$ cat config.mk
export PLATFORM = sky130hd
export DESIGN_NAME = spin_update_unit
export DESIGN_NICKNAME = d
export VERILOG_FILES = /design/src/rtl/spin_update_pkg.sv /design/src/rtl/spin_update_unit_spin_decide.sv /design/src/rtl/spin_update_unit.sv
export SDC_FILE = /design/constraint.sdc
export NUM_CORES = 2
export LEC_CHECK = 0
export ABC_AREA = 1
export CAP_MARGIN = 5
export CORE_MARGIN = 2
export CORE_UTILIZATION = 56
export CTS_BUF_LIST = sky130_fd_sc_hd__clkbuf_2 sky130_fd_sc_hd__clkbuf_4 sky130_fd_sc_hd__clkbuf_8
export DETAILED_ROUTE_END_ITERATION = 7
export GPL_TIMING_DRIVEN = 1
export PLACE_DENSITY = 0.9
export RECOVER_POWER = 25
export SLEW_MARGIN = 15
export SYNTH_ARGS = -nofsm -noshare
export SYNTH_HDL_FRONTEND = slang
export SYNTH_SLANG_ARGS = --single-unit
$ cat constraint.sdc
create_clock -name clk -period 5.8 [get_ports clk]
set_clock_uncertainty 0.2 [all_clocks]
set_input_delay 0.58 -clock clk [delete_from_list [all_inputs] [get_ports clk]]
set_output_delay 0.58 -clock clk [all_outputs]
set_load 0.01 [all_outputs]
$ cat src/rtl/spin_update_pkg.sv
// Shared types and constants for the Ising spin update unit.
package spin_update_pkg;

  typedef enum logic [1:0] {
    IDLE  = 2'd0,
    SWEEP = 2'd1,
    DONE  = 2'd2
  } state_t;

  localparam logic SPIN_POS = 1'b1;
  localparam logic SPIN_NEG = 1'b0;

  // The accumulator must hold VECTOR_SIZE full-scale field terms without wrapping.
  function automatic int energy_width(input int vector_size, input int field_width);
    return field_width + $clog2(vector_size);
  endfunction

endpackage

$ cat src/rtl/spin_update_unit_spin_decide.sv
// Combinational spin decision: new spin from sign(h_j) and the signed energy term s*h_j.
module spin_decide
  import spin_update_pkg::*;
#(
  parameter int FIELD_WIDTH  = 13,
  parameter int ENERGY_WIDTH = 21
) (
  input  logic signed [FIELD_WIDTH-1:0]  i_field,
  input  logic                           i_old_spin,
  output logic                           o_new_spin,
  output logic signed [ENERGY_WIDTH-1:0] o_term
);

  logic signed [ENERGY_WIDTH-1:0] w_field_ext;

  always_comb begin
    w_field_ext = ENERGY_WIDTH'(i_field);
    o_new_spin  = i_old_spin;
    if (i_field > 0) begin
      o_new_spin = SPIN_POS;
    end else if (i_field < 0) begin
      o_new_spin = SPIN_NEG;
    end
    o_term = (i_old_spin == SPIN_POS) ? w_field_ext : -w_field_ext;
  end

endmodule

$ cat src/rtl/spin_update_unit.sv
// Spin update stage of the Ising solver: consumes one local field per column and updates spins.
// Optional flip counter enabled with macro SPIN_UPDATE_FLIP_COUNT_EN.
module spin_update_unit
  import spin_update_pkg::*;
#(
  parameter int VECTOR_SIZE  = 256,
  parameter int FIELD_WIDTH  = 13,
  parameter int ENERGY_WIDTH = energy_width(VECTOR_SIZE, FIELD_WIDTH),
  parameter int ASYNC_UPDATE = 0
) (
  input  logic                            clk,
  input  logic                            rst_n,
  input  logic                            i_sigma_load_valid,
  input  logic [VECTOR_SIZE-1:0]          i_sigma_load_data,
  input  logic                            i_start,
  input  logic                            i_field_valid,
  output logic                            o_field_ready,
  input  logic signed [FIELD_WIDTH-1:0]   i_field_in,
  output logic [$clog2(VECTOR_SIZE)-1:0]  o_col_idx,
  output logic [VECTOR_SIZE-1:0]          o_sigma_out,
  output logic signed [ENERGY_WIDTH-1:0]  o_energy_out,
  output logic                            o_busy,
  output logic                            o_sweep_done
`ifdef SPIN_UPDATE_FLIP_COUNT_EN
  ,
  output logic [$clog2(VECTOR_SIZE):0]    o_flip_count
`endif
);

  localparam int COL_W = $clog2(VECTOR_SIZE);
  localparam logic [COL_W-1:0] LAST_COL = COL_W'(VECTOR_SIZE - 1);

  state_t                         r_state;
  state_t                         w_state_next;
  logic [COL_W-1:0]               r_col;
  logic [VECTOR_SIZE-1:0]         r_sigma;
  logic [VECTOR_SIZE-1:0]         r_shadow;
  logic signed [ENERGY_WIDTH-1:0] r_acc;
  logic signed [ENERGY_WIDTH-1:0] r_energy;
  logic                           w_accept;
  logic                           w_old_spin;
  logic                           w_new_spin;
  logic signed [ENERGY_WIDTH-1:0] w_term;

  assign o_field_ready = (r_state == SWEEP);
  assign o_busy        = (r_state != IDLE);
  assign o_sweep_done  = (r_state == DONE);
  assign o_col_idx     = r_col;
  assign o_sigma_out   = r_sigma;
  assign o_energy_out  = r_energy;

  assign w_accept   = i_field_valid & o_field_ready;
  assign w_old_spin = r_sigma[r_col];

  spin_decide #(
    .FIELD_WIDTH  (FIELD_WIDTH),
    .ENERGY_WIDTH (ENERGY_WIDTH)
  ) u_spin_decide (
    .i_field    (i_field_in),
    .i_old_spin (w_old_spin),
    .o_new_spin (w_new_spin),
    .o_term     (w_term)
  );

  always_comb begin
    w_state_next = r_state;
    case (r_state)
      IDLE:    if (i_start) w_state_next = SWEEP;
      SWEEP:   if (w_accept && (r_col == LAST_COL)) w_state_next = DONE;
      DONE:    w_state_next = IDLE;
      default: w_state_next = IDLE;
    endcase
  end

  always_ff @(posedge clk or negedge rst_n) begin
    if (!rst_n) begin
      r_state  <= IDLE;
      r_col    <= '0;
      r_sigma  <= '0;
      r_shadow <= '0;
      r_acc    <= '0;
      r_energy <= '0;
    end else begin
      r_state <= w_state_next;
      case (r_state)
        IDLE: begin
          if (i_sigma_load_valid) r_sigma <= i_sigma_load_data;
          // A same-cycle load must be visible to the sweep it starts.
          if (i_start) begin
            r_col    <= '0;
            r_acc    <= '0;
            r_shadow <= i_sigma_load_valid ? i_sigma_load_data : r_sigma;
          end
        end
        SWEEP: begin
          if (w_accept) begin
            r_col <= r_col + COL_W'(1);
            r_acc <= r_acc + w_term;
            if (ASYNC_UPDATE != 0) r_sigma[r_col]  <= w_new_spin;
            else                   r_shadow[r_col] <= w_new_spin;
          end
        end
        DONE: begin
          if (ASYNC_UPDATE == 0) r_sigma <= r_shadow;
          r_energy <= -r_acc;
        end
        default: ;
      endcase
    end
  end

`ifdef SPIN_UPDATE_FLIP_COUNT_EN
  logic [COL_W:0] r_flip_cnt;
  logic [COL_W:0] r_flip_out;

  assign o_flip_count = r_flip_out;

  always_ff @(posedge clk or negedge rst_n) begin
    if (!rst_n) begin
      r_flip_cnt <= '0;
      r_flip_out <= '0;
    end else begin
      if (r_state == IDLE && i_start) begin
        r_flip_cnt <= '0;
      end else if (w_accept && (w_new_spin != w_old_spin)) begin
        r_flip_cnt <= r_flip_cnt + (COL_W + 1)'(1);
      end
      if (r_state == DONE) r_flip_out <= r_flip_cnt;
    end
  end
`endif

endmodule
Yosys cells after proc, flatten, opt, wreduce, memory -nomap -nowiden:

Cells that the tools add are included.

* latch bits: 0
* memories: 0
* word-level logic and storage cells: 51
* output and inout bits: 288
* flip-flop bits (word level): 564
* RAM bits: 0
* memory bits (read-only): 0

* bitwise operators: 1
* add/sub/neg operators: 4
* equal/unequal tests: 6
* $mul: 0
* muxes and demuxes: 22
* shift-type cells: 0
* div/mod/pow operators: 0
* reductions and logical operators: 8
* $lt $le $gt $ge: 4

Operator list (number)
* $pmux W256 S2: 2
* $mux W256: 3
* $bwmux W256: 1
* $mux W21: 3
* $pmux W21 S2: 1
* $add A21 B21 Y21: 1
* $neg A13 Y21: 1
* $neg A21 Y21: 1
* $mux W8: 2
* $pmux W8 S2: 1
* $gt A13 B1 Y1 const B: 1
* $lt A13 B1 Y1 const B: 1
* $lt A8 B9 Y1 const B: 1
* $add A8 B1 Y8 const B: 1
* $bmux W1 S8: 1
* $demux W1 S8: 1
* $eq A8 B8 Y1 const B: 1
* $ge A8 B1 Y1 const B: 1
* $reduce_bool A2 Y1: 3
* $mux W1: 4
* $mux W2: 2
* $ne A2 B1 Y1 const B: 2
* $pmux W2 S2: 1
* $reduce_and A3 Y1: 1
* other kinds (7): 8

Logic depth before layout (Yosys ltp):

* depth in word-level cells: 7
* mapped depth: 35

Cells and area by module:

A second synthesis with hierarchy kept.

* cells, all modules: 4759
* area total of the unflattened synthesis: 34594.4 um^2

Modules (own cells, without submodules)
* spin_update_unit: cells each 4664, instances 1, area each 34083.9 um^2
* spin_decide: cells each 95, instances 1, area each 510.5 um^2

Least setup slack after synthesis:

OpenSTA, ideal clock, no wires.

* path kind: reg2reg
* start point: reg r_col[0], in the netlist o_col_idx[0]
* end point: reg r_acc[15]
* slack: 1559 ps
* data required time: 5467 ps
* data arrival time: 3909 ps
* setup time: 133 ps
* stages on the path, launching flop included: 34
* path buffers: 4
* cells stage by stage: dfrtp_1 > buf_4 > buf_6 > buf_2 > o211ai_1 > nand2_1 > nand2_1 > nand2_1 > nor2_1 > nor2_1 > nor2_1 > nand2_1 > nand2_1 > nand2_1 > nor2_2 > buf_2 > nand2_1 > xnor2_1 > ha_1 > nand3_1 > nand2_1 > nand2_1 > nand2_1 > nand2_1 > nand2_1 > inv_1 > o21ai_0 > inv_1 > o21ai_0 > nand2_1 > nand2_1 > a21oi_1 > o21ai_0 > o22ai_1

* longest elaborated chain between the ends: 6

Ends and longest elaborated chain
* start: declaration: line spin_update_unit.sv:35 `logic [COL_W-1:0] r_col;`
* start signal: assignment: line spin_update_unit.sv:97 `r_col <= r_col + COL_W'(1);`
* $bmux W1 S8: line spin_update_unit.sv:53 `assign w_old_spin = r_sigma[r_col];`
* $mux W1 (implied by the code): line spin_update_unit.sv:53
* $mux W21: line spin_update_unit_spin_decide.sv:24 `o_term = (i_old_spin == SPIN_POS) ? w_field_ext : -w_field_ext;`
* $add A21 B21 Y21: line spin_update_unit.sv:98 `r_acc <= r_acc + w_term;`
* $mux W21: line spin_update_unit.sv:96 `if (w_accept) begin`
* $pmux W21 S2: line spin_update_unit.sv:85 `case (r_state)`
* end signal: assignment: line spin_update_unit.sv:98
* end: declaration: line spin_update_unit.sv:38 `logic signed [ENERGY_WIDTH-1:0] r_acc;`

No other way between the ends. The select of a mux whose other input is x is not followed.
A chain may end at the register's enable or synchronous reset.

Worst setup path in the final report:

* start point: reg r_col[3], in the netlist o_col_idx[3]
* end point: reg r_acc[18]

The elaborated chain is that of the path after synthesis.

==> results.tsv <==
metric	value	unit
io_pins	562	
antenna_found_initial	11	
hold_slack	0.276	ns
grt_max_degree	197	
status	complete, but fails checks	
ys_seq_area_frac	0.396	
hold_path.class	reg -> reg	
fin_crit	5.29	ns
critPathMaxFanout	9	
viasPerCell	6.29	
rsz0062_at_grt	false	
synthToLayoutAreaGrowth	22.1	%
drv_cap	4	
critPathMostFrequentCell	nand2_1	
slew_viol_final	469	
grt-ovfl-total	0	
drtIter0Drc	6162	
synth_top_area_frac	0.396	
fillCellCount	5074	
avgRoutedWirePerCell	22.6	um
routed_wl	149000	um
die_h	256	um
yosys_warnings	0	
cts_tree	yes	
rr_startpoint	o_col_idx[3]	
num_vias	41412	
worstPathArrival	5.65	ns
root_buffer	clkbuf_8	
h-tree-depth	3	
register_area	14100	um^2
synth_area	35600	um^2
start_util	0.566	
hpwl	92500	um
clkLatencyLatePin	0.73	ns
end_kind	flip-flop	
cp_num_buf_inv	4	
nets	5964	
clk_path_buf_depth	3	
peakVddDrop	0.293	mV
cp.required	6.16	ns
drtAntennaViolNets	0	
die-area	65700	um^2
period_share	0.912	
p_total	22.2	mW
die_w	256	um
synth_cells	5296	
multiInputGateArea	17900	um^2
port_buffers	561	
finalSetupViolations	0	
cpMaxStageDelayCell	inv_1	
track_usage	0.439	
place_ws	0.429	ns
critPathMaxStageDelay	0.52	ns
violations	design-rule violations, max-capacitance violations, max-slew violations	
ys_ff_latch	564	
rows	92	
cts_sinks	564	
synthTopCellsByArea	dfrtp_1, nand2_1, nor2_1, inv_1, o21ai_0	
setup-tns-final	0	ns
start_kind	flip-flop	
syn_nets	5599	
crit_type	reg -> reg	
yosys.area.top_type	dfrtp_1	
numCtsBuffers	99	
worst_pin_slew	2.59	ns
drtPass1Iterations	8	
p_per_area	511	nW/um^2
startpoint	o_col_idx[3]	
drc_errors	2	
fp.coreArea	63000	um^2
gp_congestion	0.968	
grt_pass1_wl	225000	um
slew_headroom	-0.724	
path_delay_family	simple AND/OR/NAND/NOR gates	
drive_above_1_share	0.0508	
synth_area_per_cell	6.73	um^2
path_clk_slew	0.06	ns
fin_ws	0.512	ns
hold_viol_final	0	
utilization	0.691	
p_leak	19.8	nW
grt_pass1_vias	38748	
min_from	r_shadow[138]	
ys_types	39	
fmax	189	MHz
## synthesized netlist by cell type, drive strengths merged
master	number
a2111oi	2
a211oi	1
a21o	3
a21oi	291
a221oi	1
a22oi	71
a31oi	106
and2	2
buf	99
clkbuf	263
clkinv	23
dfrtp	564
fa	1
ha	28
inv	546
nand2	1294
nand3	309
nand4	7
nor2	978
nor3	15
nor4	3
o211ai	78
o21ai	347
o21bai	3
o221ai	165
o22ai	35
o31ai	4
or2	33
xnor2	8
xor2	16
## metrics by stage
step                      instances  area, um^2
after floorplan                5296       35600
after global placement         6403       41400
after detailed placement       6403       41400
after CTS                      6575       43500
after global routing           6578       43500
final                          6582       43500
## sequential cells by signal (all words and copies together) (netlist names)
name,cells
r_state,2
o_col_idx,8
r_shadow,256
o_energy_out,21
r_acc,21
o_sigma_out,256
## cell families (layout without fill, tap and decap cells)
group                      count (synthesis)  after routing  share of synthesized area
adders and majority gates                 29             29                     0.0104
and+or+nand+nor                         2641           2641                      0.293
DFF                                      564            564                      0.396
AOI/OAI and AO/OA                       1107           1107                      0.190
other                                      0              5                          0
xor gates and xnor gates                  24             24                    0.00590
buffers and inverters                    931           1366                      0.104
## layer usage
metal / global-route usage / part of all wire
met1: 0.552 / 0.35
met2: 0.635 / 0.42
met3: 0.138 / 0.15
met4: 0.325 / 0.086
met5: 0 / 0.00054
## cells in the final DEF, fill, tap and decap left out, types with 16 or more instances in the layout
master	synthesis	routed
nand2_1	1293	1292
a21oi_1	290	290
ha_1	28	28
dfrtp_1	564	562
clkdlybuf4s50_1	0	559
o211ai_1	78	78
a22oi_1	71	71
buf_4	17	49
clkinv_2	0	17
clkbuf_8	0	123
or2_2	33	33
o22ai_1	35	35
nand3_1	309	309
o221ai_1	165	165
nor2_1	974	970
clkbuf_4	0	33
xor2_1	16	16
o21ai_0	343	342
clkinv_1	23	24
inv_1	541	538
a31oi_1	106	106
## area by class of cell
class | instances | area share
diodes | 5 | 0.000288
clock buffers | 153 | 0.0441
repair buffers | 626 | 0.144
well taps | 846 | 0.0243
flip-flops and latches | 564 | 0.325
clock inverters | 18 | 0.00270
multi-input cells | 3801 | 0.411
inverters | 569 | 0.0499
## final timing paths
path,cells past startpoint,to,slack [ns]
setup / recovery,27,r_acc[18],0.51
hold / removal,2,r_shadow[138],0.28
setup reg to reg,27,r_acc[18],0.51
hold reg to reg,2,r_shadow[138],0.28
max in group asynchronous,3,o_col_idx[1],0.96
min in group asynchronous,2,o_sigma_out[5],1.01
## timing repair
action,CTS,global route
hold buffers,1,0
endpoints found under the hold margin,91,0
setup buffers,0,1
setup endpoints to repair,0,4
gates resized for setup,0,5
## power breakdown
part           total (mW)  internal, mW  switching [mW]  leakage (nW)
Sequential           7.26          5.76            1.50          6.94
Clock                3.91          2.13            1.78          1.10
Combinational        11.0          4.25            6.79          11.8
Total                22.2          12.1            10.1          19.8
## tightest hold or removal path, stage by stage, from the launching register on
cell     delay (ns)
dfrtp_1        0.34
nand2_1        0.05
nand2_1        0.05
No activity file was read; power rests on OpenSTA's default activity.
